**config.mk**
```make
export PLATFORM = sky130hd
export DESIGN_NAME = seq_detect_param
export DESIGN_NICKNAME = d
export VERILOG_FILES = /design/src/rtl/seq_det_pkg.sv /design/src/rtl/seq_detect_param_sat_counter.sv /design/src/rtl/seq_detect_param.sv
export SDC_FILE = /design/constraint.sdc
export NUM_CORES = 1
export LEC_CHECK = 0
export BUFFER_PORTS_ARGS = -buffer_cell sky130_fd_sc_hd__buf_2
export CORE_MARGIN = 1.5
export CORE_UTILIZATION = 43
export CTS_CLUSTER_SIZE = 8
export DETAILED_ROUTE_END_ITERATION = 8
export PLACE_DENSITY_LB_ADDON = 0.05
export REMOVE_ABC_BUFFERS = 1
export SETUP_SLACK_MARGIN = 0.02
export SLEW_MARGIN = 10
export SYNTH_ARGS = -nofsm -noshare
export SYNTH_HDL_FRONTEND = slang
export SYNTH_SLANG_ARGS = --single-unit
```
**constraint.sdc**
```tcl
create_clock -name clk -period 1.8 [get_ports clk]
set_clock_uncertainty 0.2 [all_clocks]
set_input_delay 0.09 -clock clk [delete_from_list [all_inputs] [get_ports clk]]
set_output_delay 0.09 -clock clk [all_outputs]
set_load 0.02 [all_outputs]
```
**src/rtl/seq_det_pkg.sv**
```systemverilog
// ---------------------------------------------------------------------------
// seq_det_pkg
// Shared defaults for the parameterised serial pattern detector and a helper
// that sizes the fill counter.
//   DEF_PAT_W    : default pattern length in bits
//   DEF_RST_PAT  : default pattern loaded at reset
//   DEF_CNT_W    : default match-counter width
//   DEF_OVERLAP  : default match mode (1 = overlapping)
//   fill_width() : bits needed to hold a fill count in 0..pat_w
// ---------------------------------------------------------------------------
package seq_det_pkg;

  localparam int         DEF_PAT_W   = 3;
  localparam logic [2:0] DEF_RST_PAT = 3'b101;
  localparam int         DEF_CNT_W   = 8;
  localparam int         DEF_OVERLAP = 1;

  // The fill counter must reach pat_w itself, hence pat_w + 1 states.
  function automatic int fill_width(input int pat_w);
    return $clog2(pat_w + 1);
  endfunction

endpackage

```
**src/rtl/seq_detect_param_sat_counter.sv**
```systemverilog
// ---------------------------------------------------------------------------
// sat_counter
// Saturating up-counter with synchronous clear. A clear coincident with an
// increment leaves the counter at 1, so the event on that edge is not lost.
//   clk : clock, rising edge active
//   rst : asynchronous active-low reset (q -> 0)
//   clr : synchronous clear
//   inc : count one event
//   q   : current count, sticks at all-ones
// ---------------------------------------------------------------------------
module sat_counter #(
  parameter int W = 8
) (
  input  logic         clk,
  input  logic         rst,
  input  logic         clr,
  input  logic         inc,
  output logic [W-1:0] q
);

  always_ff @(posedge clk or negedge rst) begin
    if (!rst) begin
      q <= '0;
    end else if (clr) begin
      q <= inc ? W'(1) : '0;
    end else if (inc && (q != '1)) begin
      q <= q + 1'b1;
    end
  end

endmodule

```
**src/rtl/seq_detect_param.sv**
```systemverilog
// ---------------------------------------------------------------------------
// seq_detect_param
// Runtime-programmable serial pattern detector. Enabled input bits shift into
// a PAT_W-bit history register; a fill counter records how many fresh bits the
// history holds so stale contents can never match. A match raises a one-cycle
// registered pulse on out and bumps a saturating match counter.
//   clk       : clock, rising edge active
//   rst       : asynchronous active-low reset
//   in        : serial data bit, sampled when en=1
//   en        : sample enable
//   pat       : new pattern (MSB = oldest bit)
//   pat_load  : load pat, restart fill; takes priority over en
//   clr_cnt   : synchronous clear of match_cnt
//   out       : match pulse, one cycle after the completing sample edge
//   match_cnt : saturating number of matches
// ---------------------------------------------------------------------------
module seq_detect_param
  import seq_det_pkg::*;
#(
  parameter int               PAT_W   = DEF_PAT_W,
  parameter logic [PAT_W-1:0] RST_PAT = PAT_W'(DEF_RST_PAT),
  parameter int               OVERLAP = DEF_OVERLAP,
  parameter int               CNT_W   = DEF_CNT_W
) (
  input  logic             clk,
  input  logic             rst,
  input  logic             in,
  input  logic             en,
  input  logic [PAT_W-1:0] pat,
  input  logic             pat_load,
  input  logic             clr_cnt,
  output logic             out,
  output logic [CNT_W-1:0] match_cnt
);

  localparam int               FILL_W = fill_width(PAT_W);
  localparam logic [FILL_W-1:0] FULL  = FILL_W'(PAT_W);

  logic [PAT_W-1:0]  sh;
  logic [PAT_W-1:0]  sh_nxt;
  logic [PAT_W-1:0]  pat_reg;
  logic [FILL_W-1:0] fill;
  logic [FILL_W-1:0] fill_inc;
  logic              sample;
  logic              hit;

  // Match is judged on the post-update history and fill, so the pulse lines
  // up with the edge that sampled the completing bit.
  always_comb begin
    sample   = en & ~pat_load;
    sh_nxt   = {sh[PAT_W-2:0], in};
    fill_inc = (fill == FULL) ? FULL : fill + 1'b1;
    hit      = sample && (fill_inc == FULL) && (sh_nxt == pat_reg);
  end

  always_ff @(posedge clk or negedge rst) begin
    if (!rst) begin
      sh      <= '0;
      fill    <= '0;
      pat_reg <= RST_PAT;
      out     <= 1'b0;
    end else begin
      if (pat_load) begin
        // History bits stay put but are no longer trusted: fill restarts.
        pat_reg <= pat;
        fill    <= '0;
      end else if (en) begin
        sh <= sh_nxt;
        // Non-overlapping mode forgets the bits that formed the match.
        if (hit && (OVERLAP == 0)) begin
          fill <= '0;
        end else begin
          fill <= fill_inc;
        end
      end
      out <= hit;
    end
  end

  sat_counter #(
    .W (CNT_W)
  ) u_cnt (
    .clk (clk),
    .rst (rst),
    .clr (clr_cnt),
    .inc (hit),
    .q   (match_cnt)
  );

endmodule

```
# Yosys cells after proc, flatten, opt, wreduce, memory -nomap -nowiden
# Index checks and enable logic that the tools add are counted.
[word_totals]
latch_bits = 0
inputBits = 9
memories = 0
register_bits = 16
output_inout_bits = 9
elab_cells = 25
mem_bits_ro = 0
ramBits = 0
[op_classes]
n_reduce_logical = 6
muxes = 6
eq_ne = 4
div = 0
add_sub_neg = 2
n_lt_le_gt_ge = 0
n_bitwise = 2
shift = 0
mul = 0
[op_table]
columns = ["op", "count"]
rows = [
  ["8-bit 2-to-1 mux", 2],
  ["8-bit by 1-bit adder with 8-bit output (second input constant)", 1],
  ["8-bit != test (second input constant)", 1],
  ["2-bit 2-to-1 mux", 3],
  ["2-bit == test (second input constant)", 2],
  ["2-bit nonzero test", 2],
  ["3-bit == test", 1],
  ["1-bit logical AND", 3],
  ["2-bit by 1-bit adder with 2-bit output (second input constant)", 1],
  ["2-bit AND reduction", 1],
  ["1-bit bitwise AND", 1],
  ["1-bit 2-to-1 mux", 1],
  ["1-bit inverter", 1],
]

# Logic depth before layout (Yosys ltp)
# Gate-level depths: netlist (run 1).
[depth]
ltp_word = 8
depth_mapped = 6
depth_no_buf = 5

# Modules after synthesis
# A second synthesis (run 1) with hierarchy kept.
[unflattened]
cells_unflattened = 71
area_unflattened_um2 = 819.5
[by_module_without_submodules]
columns = ["mod", "area_each_um2", "seq_area_each_um2", "cells_per_inst", "instances"]
rows = [
  ["sat_counter", 473.0, 200.2, 47, 1],
  ["seq_detect_param", 346.6, 202.7, 24, 1],
]

# Worst setup path before layout (run 1)
# OpenSTA, ideal clock, no wires.
[synth_path]
path_kind = "flip-flop to flip-flop"
start = "reg u_cnt.q[0]"
end = "reg u_cnt.q[5]"
synth_period_minus_slack_ps = 1861
t_required_ps = 1475
setup_time_ps = 125
setup_slack_ps = -61
n_path_buf = 1
path_stages_with_launch = 7
arrival_ps = 1536
path_cell_list = "dfrtp_1 -> ha_1 -> nand3_1 -> nor2_1 -> buf_2 -> nor4_1 -> mux2_2"
[synth_via]
elab_chain_cells = 3
word_cells_on_any_way = 6
classes_between = "add/sub: 1; eq/ne: 1; mux: 2; reduce/logical: 2"
[synth_lines]
columns = ["element", "line", "rtl"]
rows = [
  ["from (decl)", "seq_detect_param_sat_counter.sv:18", "output logic [W-1:0] q"],
  ["from (signal assigned)", "seq_detect_param_sat_counter.sv:25", "q <= inc ? W'(1) : '0;"],
  ["from (signal assigned)", "seq_detect_param_sat_counter.sv:27", "q <= q + 1'b1;"],
  ["8-bit by 1-bit adder with 8-bit output / 8-bit != test (equally long branches)", "seq_detect_param_sat_counter.sv:27, seq_detect_param_sat_counter.sv:26", ""],
  ["8-bit 2-to-1 mux / 1-bit logical AND (equally long branches)", "seq_detect_param_sat_counter.sv:26", "end else if (inc && (q != '1)) begin"],
  ["8-bit 2-to-1 mux / 2-bit nonzero test (equally long branches)", "-", ""],
]
# Several ways; a longest one is shown, not always the timed one. The select of a mux whose other input is x is not followed.
# A chain may end at the register's enable or synchronous reset.

# Worst setup path after layout (run 1)
[layout_path]
start = "reg pat_reg[0]"
end = "reg u_cnt.q[3]"
[layout_via]
elab_chain_cells = 4
[layout_lines]
columns = ["element", "line", "rtl"]
rows = [
  ["from (decl)", "seq_detect_param.sv:41", "logic [PAT_W-1:0] pat_reg;"],
  ["from (signal assigned)", "seq_detect_param.sv:65", "pat_reg <= pat;"],
  ["3-bit == test", "seq_detect_param.sv:53", "hit = sample && (fill_inc == FULL) && (sh_nxt == pat_reg);"],
  ["1-bit logical AND", "seq_detect_param.sv:53", ""],
  ["1-bit logical AND", "seq_detect_param_sat_counter.sv:26", ""],
  ["2-bit nonzero test (no line)", "-", ""],
]
# Every way passes these cells.

==> key figures, run 1 <==
CTS
  – Clock Tree Buf Depth: 2
  – CTS Buf Count: 3
  – CTS tree: yes
  – Post-CTS setup buffer count: 0
  – Root Buffer: clkbuf_4
  – H-tree levels: 1
  – Clk Latency, worst-skew pair: 0.29 ns
  – CTS sink cnt: 16
  – Worst-path clk slew: 0.09 ns

Layout
  – Layout area overhead: 45.9%
  – Largest register FFs: 8
  – Sequential cell area: 403 µm²
  – Final nets: 122
  – Fillers: 140
  – Number of diodes: 0
  – Share of layout cells above drive strength 1: 40.5%
  – Final instance area: 0.00115 mm²
  – Layout Cells excl Fill: 136
  – Multi-input gate area: 419 µm²

Power and ir drop
  – Leak: 0.513 nW
  – Clock power frac: 31.2%
  – Sw frac: 23.4%
  – Power Internal: 0.000574 W
  – PD cells: 651 mW/mm²
  – Flop pwr share: 53.4%
  – Combinational Power Share: 15.4%
  – NetSw: 0.000175 W
  – Total chip power: 0.000749 W
  – Peak supply drop: 636 µV

Logic synthesis
  – Seq/Total Area, Yosys: 51.1%
  – Yosys top cell area share: 44.4%
  – Synthesized area: 788 µm²
  – Leading area contributor after synthesis: dfrtp_1
  – Largest cells by area after synthesis: dfrtp_1 (44%), mux2_2 (8.6%), dfstp_2 (6.7%)
  – Yosys reg bits: 16
  – Cells after Synth: 75
  – Syn Area/Cell: 10.5 µm²
  – Synth warn: 0
  – Distinct cell type count after synthesis: 26

Die
  – Core area: 0.00173 mm²
  – Die W: 45.8 µm
  – Rows: 15
  – Io pins: 18
  – Initial Utilization: 45.7%
  – Die area: 0.00210 mm²
  – DIE HEIGHT: 45.8 µm

Route
  – Wire per inst: 13.1 µm
  – # DRC: 0
  – Initial DRC Count: 10
  – Drt total wl: 1.78 mm
  – Via count: 710
  – DRT Pass-1 Iters: 4
  – DRT antenna net count: 0
  – Vias per inst: 5.22

Timing
  – Fin crit period: 1.78 ns
  – Worst slew pin tran: 0.346 ns
  – Max Fclk: 562 MHz
  – Setup TNS: 0 ns
  – Final hold vios: 0
  – Fin worst setup slack: 0.0210 ns
  – RSZ-0062 raised after global routing: true
  – Setup Viol. Count Final: 0
  – Final Max Tran Viols: 0
  – Final period utilization: 98.8%
  – Slew HR: 76.9%

Critical path
  – Crit path required time: 1.82 ns
  – CP arrival: 1.79 ns
  – Crit path kind: register to register
  – Crit path from: pat_reg[0]
  – Setup crit end kind: register
  – RR Startpoint: pat_reg[0]
  – Maximum fanout along the worst path: 7
  – Crit start category: register

GRT
  – Gr usage total: 20.7%
  – First-pass GRT wire length: 2.97 mm
  – Largest net degree at the start of global routing: 17
  – Initial antenna violation count: 0
  – Vias in the first global route: 680
  – Grt total ovfl: 0

Worst hold path
  – Worst hold path type: input pin to register
  – Min-delay src: en

Placed design
  – Post-Place Setup Slack: -0.0568 ns
  – I/O Buffers: 17
  – HPWL after DPL: 1.19 mm
  – Final GP Congestion: 0.799
  – Placed inst area: 936 µm²
  – Placed cell count: 120

Run
  – Max_cap viols: 0

Outcome
  – Run status: finished clean
[per-layer routing]
| metal | vias to the layer above | GRT usage, % | routed length [µm] |
|---|---|---|---|
| met5 | - | 0 | 0 |
| met4 | 0 | 9.71 | 37 |
| met3 | 5 | 6.35 | 82 |
| met2 | 20 | 36.1 | 958 |
| met1 | 334 | 22.6 | 706 |
| li1 | 351 | - | - |
[layout by cell type, fill, tap and decap left out, drive strengths merged, types with 3 or more instances in the layout]
| master | n |
|---|---|
| nor2 | 6 |
| nor2b | 3 |
| inv | 3 |
| nand3 | 4 |
| xnor2 | 3 |
| dfrtp | 14 |
| dlygate4sd3 | 11 |
| a21oi | 6 |
| buf | 24 |
| or4 | 3 |
| clkbuf | 4 |
| o31ai | 3 |
| nand2 | 4 |
| mux2 | 6 |
[cell type report]
| cell class | instances | share of cell area [%] |
|---|---|---|
| Tap cell | 25 | 2.72 |
| Multi-Input combinational cell | 53 | 36.5 |
| Inverter | 3 | 0.979 |
| Sequential cell | 16 | 35.0 |
| Timing Repair Buffer | 35 | 21.7 |
| Clock buffer | 4 | 3.16 |
[synth_stat cells]
library cell / count
dfrtp_1: 14
a21oi_1: 6
mux2_2: 6
nor2_1: 6
nand2_1: 4
nand3_1: 4
inv_1: 3
nor2b_1: 3
o31ai_1: 3
or4_1: 3
xnor2_1: 3
buf_2: 2
dfstp_2: 2
nor3_1: 2
o21ai_0: 2
o41ai_1: 2
and3b_1: 1
and4b_1: 1
clkbuf_1: 1
ha_1: 1
nand2b_1: 1
nand4_1: 1
nand4_2: 1
nor4_1: 1
o311ai_0: 1
or3_1: 1
[worst paths after layout]
path	slack (ns)	end	depth (start not counted)
setup / recovery	0.02	u_cnt.q[3]	4
hold / removal	0.006	sh[1]	3
setup reg to reg	0.02	u_cnt.q[3]	4
hold reg to reg	0.37	pat_reg[1]	1
max in group asynchronous	1.07	pat_reg[0]	2
min in group asynchronous	0.02	u_cnt.q[0]	2
[stage by stage]
step | hold WS, ns | util (%)
floorplan | -0.406 | -
global placement | -0.181 | 54.2
detailed placement | -0.178 | 54.2
CTS | 0.00305 | 65.8
global route | 0.00270 | 66.6
finish | 0.00635 | 66.6
[what timing repair did]
item,in CTS,in global routing
resized for setup,7,4
cloned,1,0
setup endpoints to repair,5,8
pin swaps,9,2
hold endpoints to repair,28,0
hold buffers,11,0
[power groups by stage]
stage	Clock, W	Combinational, W	Sequential, W
after detailed placement	0	0.0000809	0.000402
after global routing	0.000258	0.000127	0.000402
after floorplan	0	0.0000407	0.000401
after global placement	0	0.0000772	0.000401
final	0.000233	0.000116	0.000400
after CTS	0.000240	0.000118	0.000400
[cells by family (layout without fill, tap and decap cells)]
logic type	after synthesis	in the layout	share of synthesized area, %
AND/OR/NAND/NOR	29	29	21.0
adder cells (fa/ha/maj)	1	1	1.59
flip-flops	16	16	51.1
buffers and inverters	6	42	3.17
XOR/XNOR	3	3	3.33
multiplexers	6	6	8.57
AO/OA/AOI/OAI	14	14	11.3
[critical path: stages (launching register included)]
cell	delay [ns]
dfstp_2	0.56
xnor2_2	0.13
nand4_4	0.18
or4_1	0.50
a21oi_1	0.14
No activity file was read; power rests on OpenSTA's default activity.
==> run 2: changes to the inputs <==
ABC_AREA = 1   (was unset)
==> run 2 against run 1 <==
Compared with the run above:
- area after synthesis up 17%
- worst hold slack better by 0.040 ns
- sequential share of layout area down 0.93 points
- fmax up 9.9%
- cell area up 2.7%
- setup slack better by 0.16 ns
- cell count up 34%
- sequential power up 2%
- synthesized cell count up 64%
- critical path type unchanged
- die area up 16%
- via count up 20%
- critical path depth up 4
==> key figures, run 2 <==
Placed design
  – I/O Buffers: 17 (unchanged)
  – HPWL after DPL: 1.31 mm (+10%)
  – Final GP Congestion: 0.784 (-1.9%)

Layout
  – Multi-input gate area: 464 µm² (+11%)
  – Largest register FFs: 8 (unchanged)
  – Final cell utilization of the core: 59.6% (-7.0 points)
  – Share of layout cells above drive strength 1: 21.3% (-19 points)
  – Layout area overhead: 28.3%
  – Sequential cell area: 403 µm² (unchanged)
  – Final nets: 166 (+36%)
  – Most frequent cells in the layout: nand2_1 (46), buf_2 (17), dfrtp_1 (14)
  – Commonest non-fill, non-tap cell in the layout: nand2_1
  – Fillers: 190 (+36%)
  – Number of diodes: 0 (unchanged)

Critical path
  – Crit path required time: 1.78 ns (-0.04 ns)
  – CP arrival: 1.60 ns (-0.19 ns)
  – Maximum fanout along the worst path: 9 (+2)
  – Delay-heaviest family, CP: simple AND/OR/NAND/NOR gates
  – Buf/Inv on CP: 0 (unchanged)
  – Slowest stage delay, CP: 0.43 ns (-0.13 ns)
  – CP cell instances: ha_1 > nand2_2 > nor2_4 > nand2_1 > nand3_4 > nand2_4 > nand2_1 > nand2_1
  – Crit start category: register
  – Crit path kind: register to register
  – Setup crit end kind: register
  – Crit path top cell by count: nand2_1
  – Slowest CP cell: dfrtp_1

Run
  – Max_cap viols: 0 (unchanged)

CTS
  – Clk Latency, worst-skew pair: 0.28 ns (about the same)
  – Post-CTS setup buffer count: 0 (unchanged)
  – Worst-path clk slew: 0.10 ns (about the same)
  – CTS sink cnt: 16 (unchanged)
  – H-tree levels: 1 (unchanged)
  – CTS tree: yes
  – Clock Tree Buf Depth: 2 (unchanged)
  – Root Buffer: clkbuf_4
  – PostCTS Resize Cnt: 0 (-7)
  – CTS Buf Count: 3 (unchanged)

GRT
  – First-pass GRT wire length: 3.49 mm (+17%)
  – Grt total ovfl: 0 (unchanged)
  – Largest net degree at the start of global routing: 17 (unchanged)
  – Vias in the first global route: 788 (+16%)
  – Initial antenna violation count: 0 (unchanged)
  – Gr usage total: 18.6% (-2.1 points)

Logic synthesis
  – Leading area contributor after synthesis: dfrtp_1
  – Cells after Synth: 123 (+64%)
  – Synth warn: 0 (unchanged)
  – FFs w/ async S/R, synth: 100% (unchanged)
  – Distinct cell type count after synthesis: 20 (-23%)
  – Top cells by count, synth: nand2_1 (46), dfrtp_1 (14), nor2_1 (13), nand3_1 (12), inv_1 (10)
  – Most common cell in the netlist: nand2_1
  – EDFF count, synth: 0 (unchanged)
  – Yosys top cell area share: 38.0% (-6.4 points)
  – Yosys reg bits: 16 (unchanged)
  – Synthesized area: 921 µm² (+17%)
  – Syn Area/Cell: 7.49 µm² (-29%)
  – Seq/Total Area, Yosys: 43.8% (-7.4 points)
  – Post-synth top flop: dfrtp_1
  – Largest cells by area after synthesis: dfrtp_1 (38%), nand2_1 (19%), nand3_1 (6.5%)

Route
  – Vias per inst: 4.69 (-10%)
  – Via count: 854 (+20%)
  – # DRC: 0 (unchanged)
  – DRT antenna net count: 0 (unchanged)
  – Drt total wl: 1.95 mm (+9.4%)
  – Wire per inst: 10.7 µm (-18%)
  – Initial DRC Count: 29 (+19)
  – DRT Pass-1 Iters: 4 (unchanged)

Timing
  – Final period utilization: 90.0% (-8.9 points)
  – Setup TNS: 0 ns (unchanged)
  – Final hold vios: 0 (unchanged)
  – Min Hold Slack: 0.0461 ns (+0.0398 ns)
  – Slew HR: 75.3% (-1.6 points)
  – Final Max Tran Viols: 0 (unchanged)
  – Fin crit period: 1.62 ns (-0.160 ns)
  – Max Fclk: 617 MHz (+9.9%)
  – Setup Viol. Count Final: 0 (unchanged)
  – Worst slew pin tran: 0.370 ns (+0.0241 ns)
  – RSZ-0062 raised after global routing: false

Power and ir drop
  – Peak supply drop: 539 µV (-15%)
  – Leak: 0.584 nW (+14%)
  – PD cells: 642 mW/mm² (-1.4%)

Die
  – Core area: 0.00198 mm² (+15%)
  – Die W: 49.3 µm (+7.6%)
  – Initial Utilization: 46.5% (+0.81 points)
  – DIE HEIGHT: 49.3 µm (+7.6%)
  – Rows: 16 (+1)
  – Io pins: 18 (unchanged)
  – Die area: 0.00243 mm² (+16%)

Outcome
  – Run status: finished clean

Worst hold path
  – Worst hold path type: input pin to asynchronous set/reset pin
run 2: cell count changes after synthesis, sizes merged, moves of 3 or more:
cell / delta
nand2: +45
inv: +10
nand3: +10
nor2: +10
mux2: -6
a21oi: -4
o21ai: +4
nor2b: -3
o31ai: -3
or4: -3
run 2: where the power goes:
part / leakage (nW) / internal, W / switching (W)
clock: 0.0150 / 0.0000859 / 0.000111
combinational: 0.361 / 0.0000616 / 0.0000899
sequential: 0.208 / 0.000387 / 0.0000235
run 2: cells by family (layout without fill, tap and decap cells):
kind of cell | Yosys count | in the layout | synth area share [%]
AOI/OAI and AO/OA | 10 | 10 | 5.84
xor gates and xnor gates | 2 | 2 | 1.90
adders and majority gates | 1 | 1 | 1.36
buffers and inverters | 14 | 46 | 5.84
DFF | 16 | 16 | 43.8
and+or+nand+nor | 80 | 80 | 41.3
run 2: repair_timing:
item,4_1_cts,5_1_grt
hold endpoints to repair,29,0
endpoints found under the setup margin,0,0
hold buffers,12,0
run 2: cell type report:
type	instances	share of cell area, %
Sequential cell	16	34.1
Clock buffer	4	2.22
Tap cell	27	2.86
Inverter	13	4.13
Multi-Input combinational cell	93	39.3
Timing Repair Buffer	29	17.4
run 2: path summary, 6_finish.rpt:
| check | from | endpoint | slack, ns | depth (start not counted) |
|---|---|---|---|---|
| worst max register to register | u_cnt.q[1] | u_cnt.q[6] | 0.18 | 8 |
| max in group asynchronous | rst | pat_reg[0] | 1.04 | 2 |
| worst min-delay path | rst | fill[1] | 0.05 | 2 |
| min in group clk | fill[0] | fill[0] | 0.29 | 1 |
| worst max-delay path | u_cnt.q[1] | u_cnt.q[6] | 0.18 | 8 |
| worst min register to register | fill[0] | fill[0] | 0.29 | 1 |
run 2: worst register-to-register path, delay by kind of cell, from the launching register on:
family	cells	cell delay, ns
flops	1	0.43
simple gates	7	0.67
fa+ha+maj	1	0.22
run 2: layer usage:
layer	share of wire (%)	up-vias	track usage, %
li1	-	451	-
met4	0.72	0	7.14
met5	0	-	0
met3	5.2	2	3.07
met1	50	378	26.3
met2	44	23	28.4
run 2: stage by stage:
stage	setup slack [ns]	cell area (µm²)	instances	power [W]
after floorplan	0.197	916	122	0.000500
after global placement	0.255	1030	166	0.000544
after detailed placement	0.218	1030	166	0.000548
after CTS	0.192	1180	182	0.000767
after global routing	0.0652	1180	182	0.000816
final	0.181	1180	182	0.000759
